**config.mk**
```make
export PLATFORM = sky130hd
export DESIGN_NAME = ex_mem
export DESIGN_NICKNAME = d
export VERILOG_FILES = /design/src/rtl/ex_mem.sv
export SDC_FILE = /design/constraint.sdc
export NUM_CORES = 1
export LEC_CHECK = 0
export ABC_AREA = 1
export ABC_CLOCK_PERIOD_IN_PS = 3300
export CAP_MARGIN = 20
export CORE_ASPECT_RATIO = 0.75
export CORE_MARGIN = 2
export CORE_UTILIZATION = 43
export DETAILED_ROUTE_END_ITERATION = 8
export GPL_ROUTABILITY_DRIVEN = 0
export HOLD_SLACK_MARGIN = 0.06
export PLACE_DENSITY_LB_ADDON = 0.3
export REMOVE_ABC_BUFFERS = 1
export SKIP_LAST_GASP = 1
export SLEW_MARGIN = 20
export SYNTH_ARGS = -nofsm -noshare
export SYNTH_HDL_FRONTEND = slang
export SYNTH_SLANG_ARGS = --single-unit
```
**constraint.sdc**
```tcl
create_clock -name clk -period 3.3 [get_ports clk]
set_clock_uncertainty 0.1 [all_clocks]
set_input_delay 0.99 -clock clk [delete_from_list [all_inputs] [get_ports clk]]
set_output_delay 0.99 -clock clk [all_outputs]
set_load 0.01 [all_outputs]
```
**src/rtl/ex_mem.sv**
```systemverilog
// Execute-to-memory pipeline register with stall, bubble and flush handling.
// Also loops the two-cycle multiply-accumulate partial state back to execute.
module ex_mem #(
    parameter int DATA_W  = 32,
    parameter int ADDR_W  = 5,
    parameter int STALL_W = 6
) (
    input  logic                  clk,
    input  logic                  rst,
    input  logic [STALL_W-1:0]    stall,
    input  logic                  flush,
    input  logic [ADDR_W-1:0]     ex_wd,
    input  logic                  ex_wreg,
    input  logic [DATA_W-1:0]     ex_wdata,
    input  logic [DATA_W-1:0]     ex_hi,
    input  logic [DATA_W-1:0]     ex_lo,
    input  logic                  ex_whilo,
    input  logic [2*DATA_W-1:0]   hilo_i,
    input  logic [1:0]            cnt_i,
    output logic [ADDR_W-1:0]     mem_wd,
    output logic                  mem_wreg,
    output logic [DATA_W-1:0]     mem_wdata,
    output logic [DATA_W-1:0]     mem_hi,
    output logic [DATA_W-1:0]     mem_lo,
    output logic                  mem_whilo,
    output logic [2*DATA_W-1:0]   hilo_o,
    output logic [1:0]            cnt_o
);

    logic ex_stall;
    logic mem_stall;

    assign ex_stall  = stall[3];
    assign mem_stall = stall[4];

    // ex -> mem boundary; a stalled execute with a running memory stage
    // sends a NOP downstream but keeps the accumulate state alive.
    always_ff @(posedge clk) begin
        if (rst || flush) begin
            mem_wd    <= '0;
            mem_wreg  <= 1'b0;
            mem_wdata <= '0;
            mem_hi    <= '0;
            mem_lo    <= '0;
            mem_whilo <= 1'b0;
            hilo_o    <= '0;
            cnt_o     <= '0;
        end else if (!ex_stall) begin
            mem_wd    <= ex_wd;
            mem_wreg  <= ex_wreg;
            mem_wdata <= ex_wdata;
            mem_hi    <= ex_hi;
            mem_lo    <= ex_lo;
            mem_whilo <= ex_whilo;
            hilo_o    <= '0;
            cnt_o     <= '0;
        end else if (!mem_stall) begin
            mem_wd    <= '0;
            mem_wreg  <= 1'b0;
            mem_wdata <= '0;
            mem_hi    <= '0;
            mem_lo    <= '0;
            mem_whilo <= 1'b0;
            hilo_o    <= hilo_i;
            cnt_o     <= cnt_i;
        end
    end

endmodule

```
==> flow_metrics.env <==
export IMPL_grt_use_total_pct=24.4
export IMPL_ys_ff_latch=169
export IMPL_met1_usage_pct=27.0
export IMPL_synth_cell_types=12
export IMPL_grt_overflow=0
export IMPL_synthesis_area_um2=6770
export IMPL_instances_no_fill=1470
export IMPL_fmax_ghz=0.411
export IMPL_routed_via_density=4.57
export IMPL_place_inst=1438
export IMPL_post_cts_resized=0
export IMPL_slew_limit_headroom_pct=59.8
export IMPL_dpl_cell_area_um2=10200
export IMPL_nFillCells=1284
export IMPL_cp_max_fo=2
export IMPL_fin_crit_ps=2440
export IMPL_p_clk_share_pct=43.3
export IMPL_dieWidth_um=149
export IMPL_grt_pass1_vias=6444
export IMPL_end_kind="output pin"
export IMPL_gr_max_usage_layer="met2"
export IMPL_use_met2_pct=43.3
export IMPL_reg2reg_depth=4
export IMPL_worstPathArrival_ps=1350
export IMPL_design_area_um2=10800
export IMPL_drive_above_1_share_pct=4.03
export IMPL_rsz0062_at_grt="false"
export IMPL_yosysWarnings=0
export IMPL_hold_class="register to register"
export IMPL_cp_top_family="buffers and inverters"
export IMPL_ant_nets=0
export IMPL_syn_area_per_cell_um2=7.16
export IMPL_critPathLaunchType="register"
export IMPL_setup_tns_final_ps=0
export IMPL_via_count=6716
export IMPL_reg2reg_from="hilo_o[57]$_SDFFE_PP0N_"
export IMPL_layout_common_cells="clkdlybuf4s50_1 (340), nor2_1 (198), nand2_1 (169), dfxtp_1 (169), inv_1 (132)"
export IMPL_diodes=0
export IMPL_clkSinkCount=169
export IMPL_worstSetupPathType="register to output pin"
export IMPL_wire_per_inst_um=13.9
export IMPL_dieArea_um2=16800
export IMPL_clk_latency_ps=410
export IMPL_sequentialPowerShare_pct=44.1
export IMPL_seq_area_frac_synth_pct=50.0
export IMPL_totalWireLength_um=20400
export IMPL_initial_core_util_pct=44.2
export IMPL_final_nets=1430
export IMPL_min_to="mem_wreg$_SDFFE_PP0P_"
export IMPL_drt_drc_violations_left=0
export IMPL_crit_buf_inv=1
export IMPL_rrSetupSlack_ps=2450
export IMPL_grt_max_degree=100
export IMPL_drv_cap=0
export IMPL_cts_root_buf="clkbuf_16"
export IMPL_clkTransAtPathRegs_ps=70
export IMPL_p_int_mw=3.67
export IMPL_p_sw_share_pct=23.5
export IMPL_cts_made_buffers=17
export IMPL_status="finished clean"
export IMPL_finalSetupViolCount=0
export IMPL_cts_setup_buffers=0
export IMPL_max_stage_delay_ps=600
export IMPL_final_common_cell="clkdlybuf4s50_1"
export IMPL_crit_slowest_cell="clkdlybuf4s50_1"
export IMPL_grt_pass1_wl_um=32400
export IMPL_post_dp_hpwl_um=14400
export IMPL_portBuffers=342
export IMPL_hp_start="mem_wreg$_SDFFE_PP0P_"
export IMPL_crit_chain="clkdlybuf4s50_1"
export IMPL_ios=347
export IMPL_reg2reg_to="hilo_o[57]$_SDFFE_PP0N_"
export IMPL_hold_path_depth=2
export IMPL_worstMarginPinSlew_ps=604
export IMPL_drt_iter0_markers=329
export IMPL_h_tree_depth=4
export IMPL_rows=39
export IMPL_multi_input_area_um2=2420
export IMPL_firstDrtPassIters=5
export IMPL_p_leak_nw=4.76
export IMPL_cts_tree="yes"
export IMPL_antenna_found_initial=0
export IMPL_regArea_um2=3380
export IMPL_p_per_area_nw_per_um2=444
export IMPL_combinationalPowerShare_pct=12.5
export IMPL_switchingPower_mw=1.12
export IMPL_fp_dieH_um=113
export IMPL_hold_buffers=0
export IMPL_core_um2=15300
export IMPL_maxSlewViolCount=0
export IMPL_met3_usage_pct=8.54
export IMPL_max_vdd_ir_drop_mv=0.319
export IMPL_period_share_pct=73.8
export IMPL_cp_data_required_time_ps=2210
export IMPL_clk_path_buf_depth=2
export IMPL_syn_inst=945
export IMPL_synthToLayoutAreaGrowth_pct=59.5
export IMPL_hold_violations=0
[power by group through the flow]
stage | clock network (mW) | registers (mW) | logic [mW]
detailed placement | 0 | 2.16 | 0.600
global route | 2.21 | 2.12 | 0.659
floorplan | 0 | 2.19 | 0.146
CTS | 2.12 | 2.12 | 0.605
finish | 2.08 | 2.12 | 0.600
global placement | 0 | 2.16 | 0.596
[metal layers]
layer,wire length (um),vias up
met5,0,-
met4,486,0
li1,-,3483
met2,10300,213
met1,7980,2987
met3,1690,33
[metrics by stage]
stage	util, %	hold WS, ps	setup slack (ps)	power (mW)
after floorplan	-	388	883	2.33
after global placement	66.4	349	810	2.76
after detailed placement	66.4	359	771	2.76
after CTS	70.4	366	851	4.84
after global routing	70.4	387	812	4.99
final	70.4	363	865	4.79
[synthesized netlist by cell type, drive strengths merged]
master,instances,area share (%)
dfxtp,169,50
a21oi,103,7.6
buf,62,6.5
clkbuf,5,0.28
nand3,103,7.6
inv,134,7.4
nand2,170,9.4
nor2,199,11
[cell type report]
class                      instances  area share (%)
sequential                       169            31.3
inverter                         134            4.67
timing repair buffer             355            33.4
clock inverter                    13            1.55
clock buffer                      19            4.20
tap                              205            2.38
multi-input combinational        575            22.4
[worst max-delay path by stage]
| stage | slack [ps] | cells after the start | start | endpoint |
|---|---|---|---|---|
| finish | 860 | 1 | mem_hi[13]$_SDFFE_PP0P_ | mem_hi[13] |
| global route | 810 | 1 | mem_hi[13]$_SDFFE_PP0P_ | mem_hi[13] |
| floorplan | 880 | 3 | flush | cnt_o[0]$_SDFFE_PP0N_ |
| detailed placement | 770 | 5 | flush | hilo_o[12]$_SDFFE_PP0N_ |
| global placement | 810 | 5 | flush | hilo_o[10]$_SDFFE_PP0N_ |
| CTS | 850 | 1 | mem_wd[0]$_SDFFE_PP0P_ | mem_wd[0] |
[sequential cells by signal, indices dropped and copies added, names as in the netlist]
signal	cells
hilo_o	64
mem_wdata	32
mem_wd	5
mem_hi	32
mem_whilo	1
mem_wreg	1
cnt_o	2
mem_lo	32
[worst register-to-register path: stages, from the launching register on]
cell and delay (ps):
dfxtp_1 310, nand2_1 70, inv_1 50, nor2_1 130
nor2_1 60
[kinds of logic (layout without fill, tap and decap cells)]
group / after synthesis / count (layout) / share of synthesized area, %
AOI/OAI and AO/OA: 103 / 103 / 7.62
and+or+nand+nor: 472 / 472 / 28.1
DFF: 169 / 169 / 50.0
buffers and inverters: 201 / 521 / 14.2
(Power assumes the default switching activity.)
